## src/rtl/timer_responder_if.sv

```systemverilog
// Register-bus interface between the system bridge and a timer responder.
// The bridge drives address/write side; the timer returns data and IRQ.
interface timer_responder_if #(
    parameter int WIDTH = 32
);
    logic [1:0]       Addr;
    logic             WE;
    logic [WIDTH-1:0] DIn;
    logic [WIDTH-1:0] DOut;
    logic             IRQ;

    modport master (
        output Addr,
        output WE,
        output DIn,
        input  DOut,
        input  IRQ
    );

    modport slave (
        input  Addr,
        input  WE,
        input  DIn,
        output DOut,
        output IRQ
    );
endinterface

```

## src/rtl/timer_responder.sv

```systemverilog
// Memory-mapped countdown timer with CTRL/PRESET/COUNT registers,
// one-shot or auto-reload modes and a maskable registered IRQ.
module timer_responder #(
    parameter int WIDTH = 32
) (
    input  logic               clk,
    input  logic               reset,
    timer_responder_if.slave   bus
);
    typedef enum logic [1:0] {
        IDLE,
        LOAD,
        CNT,
        INT
    } state_t;

    state_t           state, state_n;
    logic [3:0]       ctrl, ctrl_n;
    logic [WIDTH-1:0] preset, preset_n;
    logic [WIDTH-1:0] count, count_n;
    logic             irq_flag, irq_flag_n;

    logic enable;
    logic auto_reload;
    logic im;

    assign enable      = ctrl[0];
    assign auto_reload = (ctrl[2:1] == 2'b01);
    assign im          = ctrl[3];

    always_ff @(posedge clk or negedge reset) begin
        if (!reset) begin
            state    <= IDLE;
            ctrl     <= '0;
            preset   <= '0;
            count    <= '0;
            irq_flag <= 1'b0;
        end else begin
            state    <= state_n;
            ctrl     <= ctrl_n;
            preset   <= preset_n;
            count    <= count_n;
            irq_flag <= irq_flag_n;
        end
    end

    always_comb begin
        state_n    = state;
        ctrl_n     = ctrl;
        preset_n   = preset;
        count_n    = count;
        irq_flag_n = irq_flag;

        unique case (state)
            IDLE: begin
                if (enable)
                    state_n = LOAD;
            end
            LOAD: begin
                count_n = preset;
                state_n = CNT;
            end
            CNT: begin
                if (!enable) begin
                    state_n = IDLE;
                end else if (count > WIDTH'(1)) begin
                    count_n = count - WIDTH'(1);
                end else begin
                    count_n    = '0;
                    irq_flag_n = 1'b1;
                    state_n    = INT;
                    if (!auto_reload)
                        ctrl_n[0] = 1'b0;
                end
            end
            INT: begin
                state_n = IDLE;
                if (auto_reload)
                    irq_flag_n = 1'b0;
            end
        endcase

        // CPU writes land after the FSM so they win on a shared edge.
        if (bus.WE) begin
            case (bus.Addr)
                2'd0: begin
                    ctrl_n     = bus.DIn[3:0];
                    irq_flag_n = 1'b0;
                end
                2'd1: begin
                    preset_n   = bus.DIn;
                    irq_flag_n = 1'b0;
                end
                default: ;
            endcase
        end
    end

    always_comb begin
        bus.DOut = '0;
        case (bus.Addr)
            2'd0:    bus.DOut = {{(WIDTH-4){1'b0}}, ctrl};
            2'd1:    bus.DOut = preset;
            2'd2:    bus.DOut = count;
            default: bus.DOut = '0;
        endcase
    end

    assign bus.IRQ = irq_flag & im;
endmodule

```

## src/flat_wrapper.sv

```systemverilog
// flat-port wrapper written by rule: the top's interface ports become plain ports
module timer_responder_flat 
#(
    parameter int WIDTH = 32
)
  (clk, reset, bus_Addr, bus_WE, bus_DIn, bus_DOut, bus_IRQ);
  timer_responder_if #(.WIDTH(WIDTH)) bus_i ();
  input  logic clk;
  input  logic reset;
  input wire logic [$bits(bus_i.Addr)-1:0] bus_Addr;
  input wire logic [$bits(bus_i.WE)-1:0] bus_WE;
  input wire logic [$bits(bus_i.DIn)-1:0] bus_DIn;
  output wire logic [$bits(bus_i.DOut)-1:0] bus_DOut;
  output wire logic [$bits(bus_i.IRQ)-1:0] bus_IRQ;
  assign bus_i.Addr = bus_Addr;
  assign bus_i.WE = bus_WE;
  assign bus_i.DIn = bus_DIn;
  assign bus_DOut = bus_i.DOut;
  assign bus_IRQ = bus_i.IRQ;
  timer_responder #(.WIDTH(WIDTH)) u_core (.clk(clk), .reset(reset), .bus(bus_i));
endmodule
```

## config.mk

```make
export PLATFORM = sky130hd
export DESIGN_NAME = timer_responder_flat
export DESIGN_NICKNAME = d
export VERILOG_FILES = /design/src/rtl/timer_responder_if.sv /design/src/rtl/timer_responder.sv /design/src/flat_wrapper.sv
export SDC_FILE = /design/constraint.sdc
export NUM_CORES = 1
export LEC_CHECK = 0
export CORE_UTILIZATION = 37
export CTS_BUF_LIST = sky130_fd_sc_hd__clkbuf_8
export CTS_CLUSTER_SIZE = 24
export DETAILED_ROUTE_END_ITERATION = 10
export HOLD_SLACK_MARGIN = 0.02
export PLACE_DENSITY = 0.58
export REMOVE_ABC_BUFFERS = 1
export SLEW_MARGIN = 15
export SYNTH_ARGS = -nofsm -noshare
export SYNTH_HDL_FRONTEND = slang
export SYNTH_SLANG_ARGS = --single-unit
```

## constraint.sdc

```tcl
create_clock -name clk -period 2.3 [get_ports clk]
set_input_delay 0.46 -clock clk [delete_from_list [all_inputs] [get_ports clk]]
set_output_delay 0.46 -clock clk [all_outputs]
set_load 0.01 [all_outputs]
```

Word-level counts from Yosys, hierarchy flattened
Cells that the tools add are included.

Bits in latches: 0. Output and inout port bits: 33. Bits of input ports: 37. Bits in writable memories: 0. Memory bits (read-only): 0. Memories kept: 0. Register bits after elaboration: 71. Word-level logic and storage cells: 46.

Muxes and demuxes: 20. Add/subtract/negate cells: 1. Equality and inequality tests: 9. $lt $le $gt $ge: 1. Bitwise logic cells: 1. Shift-type cells: 0. $mul: 0. Divide/modulo/power cells: 0. Reduce and logical (&&, ||, !) cells: 8.

Operators by type and width (number): $pmux W32 S3 (1); $mux W32 (2); $pmux W32 S2 (1); $gt A32 B1 Y1 const B (1); $sub A32 B1 Y32 const B (1); $mux W1 (11); $pmux W2 S4 (1); $reduce_and A2 Y1 (4); $eq A2 B1 Y1 const B (3); $eq A2 B2 Y1 const B (3); $mux W2 (3); $logic_not A2 Y1 (2); $ne A2 B1 Y1 const B (2); $ne A3 B3 Y1 const B (1); $pmux W1 S2 (1); $reduce_bool A2 Y1 (1); $reduce_or A2 Y1 (1); $and A1 B1 Y1 (1).

Longest topological paths before layout
Word-level depth: 7. Gate-level depth with buffers: 9. Gate-level depth less buffers: 7.

Least setup slack after synthesis
Ideal clock, no wire load.

Path type: input to output. Start point: input bus_Addr[1]. End point: output bus_DOut[10]. Arrival: 1.680 ns. Path slack: 0.160 ns. Path buffers: 3. Cell stages on the path: 5. Cells stage by stage: clkbuf_1 > nor2b_1 > clkbuf_1 > buf_1 > a22o_1.

Cells in the longest elaborated chain, start to end: 2. Elaborated cells between the ends (all ways): 4.

Ends and longest elaborated chain: start, declared (RTL line flat_wrapper.sv:10) `input wire logic [$bits(bus_i.Addr)-1:0] bus_Addr;`; $eq A2 B2 Y1 (tied with other cells) (RTL line timer_responder.sv:101) `case (bus.Addr)`; $pmux W32 S3 (*) (RTL line timer_responder.sv:101); end, declared (RTL line flat_wrapper.sv:13) `output wire logic [$bits(bus_i.DOut)-1:0] bus_DOut;`.

Mark *: on every way between the ends. The rest lies on a longest branch, timed or not.

Worst setup path in the final report
Start point: register u_core.count[27]. End point: register u_core.count[13].

Cells in the longest elaborated chain, start to end: 4.

Ends and longest elaborated chain: start, declared (RTL line timer_responder.sv:20) `logic [WIDTH-1:0] count, count_n;`; start signal, assigned (RTL line timer_responder.sv:42) `count <= count_n;`; $gt A32 B1 Y1 (RTL line timer_responder.sv:66) `end else if (count > WIDTH'(1)) begin`; $mux W32 (RTL line timer_responder.sv:66); $mux W32 (RTL line timer_responder.sv:64) `if (!enable) begin`; $pmux W32 S2 (RTL line timer_responder.sv:54) `unique case (state)`.

Every way passes these cells. The select of a mux whose other input is x is not followed. A chain may end at the register's enable or synchronous reset.

==> impl_metrics.toml <==
[run_status]
status = "complete, no violations"

[clock_network]
root_buffer = "clkbuf_8"
cts_tree = "yes"
h-tree-depth = 3
cts_buffer_depth = 2
cts.clk_slew.worst_paths_ps = 80
cts_sinks = 71
hold_buffers = 0
insertion_delay_ps = 360
cts_made_buffers = 9

[floorplanning]
core_um2 = 11000
initial_utilization_pct = 38.6
rows = 38
die_h_um = 109
die_width_um = 109
die_area_um2 = 11900
io_pins = 70

[drt]
vias = 3907
dr_wl_met2_um = 5820
top_layer = "met4"
drt-vias-per-instance = 5.89
drc_errors = 0
first_pass_iters = 5
wl_per_cell_um = 19.2
routed_wl_um = 12800
wl_met3_um = 766
drt-initial-drc-count = 218
wl_met1_um = 5920
final_antenna_net_count = 0

[placement]
placedCellCount = 639
dp_slack_ps = -274
port_buffers = 69
gp_congestion = 0.826
dp_hpwl_um = 8000

[sta]
hold_viol_final = 0
setup_viol = 0
fmax_ghz = 0.454
fin_ws_ps = 96.8
fin_skew_ps = 10.2
finalCritPeriodShare_pct = 95.8
worst_slew_pin_slew_ps = 483
maxSlewViolCount = 0
fin_crit_ps = 2200
timing.slew.headroom_pct = 67.8

[logic_synthesis]
synth.area.top_cells = "dfrtp_1, mux2_2, a22o_1"
synthesis.area_um2 = 4240
synth.distinct_cells = 60
yosys-top-cells-count = "dfrtp_1, mux2_2, nand2_1"
synth_warnings = 0
synth_top_area_share_pct = 41.9
syn_avg_cell_area_um2 = 9.99
synth_edf_count = 0
ys_ff_latch = 71
synth_area_leader_cell = "dfrtp_1"
postSynthCellCount = 424
yosysMostFrequentCell = "dfrtp_1"
async_flop_share_pct = 100
seq_area_frac_synth_pct = 41.9
ys.flop_type = "dfrtp_1"

[global_route]
grt_use_total_pct = 22.8
first_global_vias = 3826
antenna_found_initial = 0
grt_max_degree = 43
grt_pass1_wl_um = 20400
overflow = 0

[cells_and_area]
nets = 559
diodes = 0
drive_above_1_share_pct = 24.1
area_growth_pct = 31.5
finalNonFillerCells = 663

[setup_path]
path_cells = "or4_1, nor4_4, nand4_4, buf_4, a31oi_1, o221ai_1"
critical_path.max_stage_delay_ps = 630
crit_family = "simple AND/OR/NAND/NOR gates"
reg2reg_slack_ps = 100
critPathMaxFanout = 11
cp-start-kind = "flip-flop"
endpoint_kind = "flip-flop"
critPathRequiredTime_ps = 2530
arrival_ps = 2430
crit_type = "reg -> reg"
cp.buffers_inverters = 1
slowest_stage = "or4_1"

[pwr]
swShare_pct = 42.3
power_density_nw_per_um2 = 1030
p_switching_w = 0.00243
clock_power_share_pct = 15.6
ir_worst_vdd_mv = 0.448
power_frac_seq_pct = 36.0
intPower_w = 0.00332
p_leak_nw = 2.38
combPwrFrac_pct = 48.4

[job]
drv_cap = 0

[min_path]
hold_class = "in -> async"
cells in the final DEF, fill, tap and decap left out, types with 5 or more instances in the layout:
master | synthesis | layout
nand2_1 | 33 | 33
o21ai_0 | 6 | 6
o221ai_1 | 8 | 8
clkbuf_8 | 1 | 11
o211ai_1 | 8 | 8
buf_4 | 2 | 46
a22oi_1 | 7 | 7
mux2i_1 | 5 | 5
clkdlybuf4s15_1 | 0 | 7
clkdlybuf4s50_1 | 0 | 39
a32oi_1 | 5 | 5
a31oi_1 | 14 | 14
nor2_1 | 15 | 15
o2111ai_1 | 5 | 5
mux2_2 | 34 | 34
or3_1 | 6 | 6
a21oi_1 | 13 | 12
nand3_1 | 15 | 14
and3_1 | 10 | 10
dfrtp_1 | 71 | 70
nor4_1 | 5 | 5
a22o_1 | 27 | 27
dlygate4sd2_1 | 0 | 18
nand4_1 | 13 | 13
inv_1 | 16 | 18
o21ai_1 | 5 | 5
nor3_1 | 10 | 10
cell type report:
class / instances / area [µm²]
timing repair buffer: 121 / 1160
fill: 1038 / 5410
clock buffer: 11 / 151
clock inverter: 3 / 12.5
inverter: 17 / 63.8
tap: 140 / 175
sequential: 71 / 1780
multi-input combinational: 300 / 2230
power groups by stage:
stage,registers [W],logic [W],clock network (W)
4_1_cts,0.00206,0.00271,0.000919
3_3_place_gp,0.00207,0.00267,0
6_report,0.00207,0.00278,0.000897
5_1_grt,0.00213,0.00306,0.000969
2_1_floorplan,0.00201,0.00159,0
3_5_place_dp,0.00208,0.00271,0
path summary, 6_finish.rpt:
path / start / endpoint / cells past startpoint
min in group clk: u_core.preset[5]$_DFFE_PN0P_ / u_core.count[5]$_DFFE_PN0P_ / 2
worst max register to register: u_core.count[27]$_DFFE_PN0P_ / u_core.count[13]$_DFFE_PN0P_ / 6
worst min register to register: u_core.preset[5]$_DFFE_PN0P_ / u_core.count[5]$_DFFE_PN0P_ / 2
max in group asynchronous: reset / u_core.count[2]$_DFFE_PN0P_ / 2
worst min-delay path: reset / u_core.preset[0]$_DFFE_PN0P_ / 2
worst max-delay path: u_core.count[27]$_DFFE_PN0P_ / u_core.count[13]$_DFFE_PN0P_ / 6
sequential cells by signal (all words and copies together), names as in the netlist:
name and cells:
u_core.count 32, u_core.ctrl 4, u_core.irq_flag 1, u_core.preset 32, u_core.state 2
repair_timing:
item	4_1_cts	5_1_grt
pin swaps	0	2
buffers inserted	4	3
cloned	3	0
endpoints found under the setup margin	32	31
resized for setup	37	12
cells by family after synthesis:
family          share of synthesized area [%]
simple gates                             20.4
compound gates                           20.1
flops                                    41.9
buf+inv                                  6.76
mux                                      10.2
fa+ha+maj                               0.591
per-layer routing:
layer | global-route usage (%) | up-vias
met4 | 10.2 | 0
met2 | 34.2 | 145
met3 | 3.65 | 17
met1 | 32.1 | 1933
li1 | - | 1812
met5 | 0 | -
through the flow:
step                      total power [W]  instance area (µm²)  util, %  TNS (ps)  hold slack (ps)
after CTS                         0.00569                 5520     50.2         0              155
after detailed placement          0.00479                 5250     47.8     -7780              501
after global routing              0.00615                 5570     50.7     -60.7              176
after floorplan                   0.00359                 4010        -    -86390              164
final                             0.00575                 5570     50.7         0              134
after global placement            0.00475                 5250     47.8     -7290              504
Note: power is estimated with default switching activity, not from simulation.
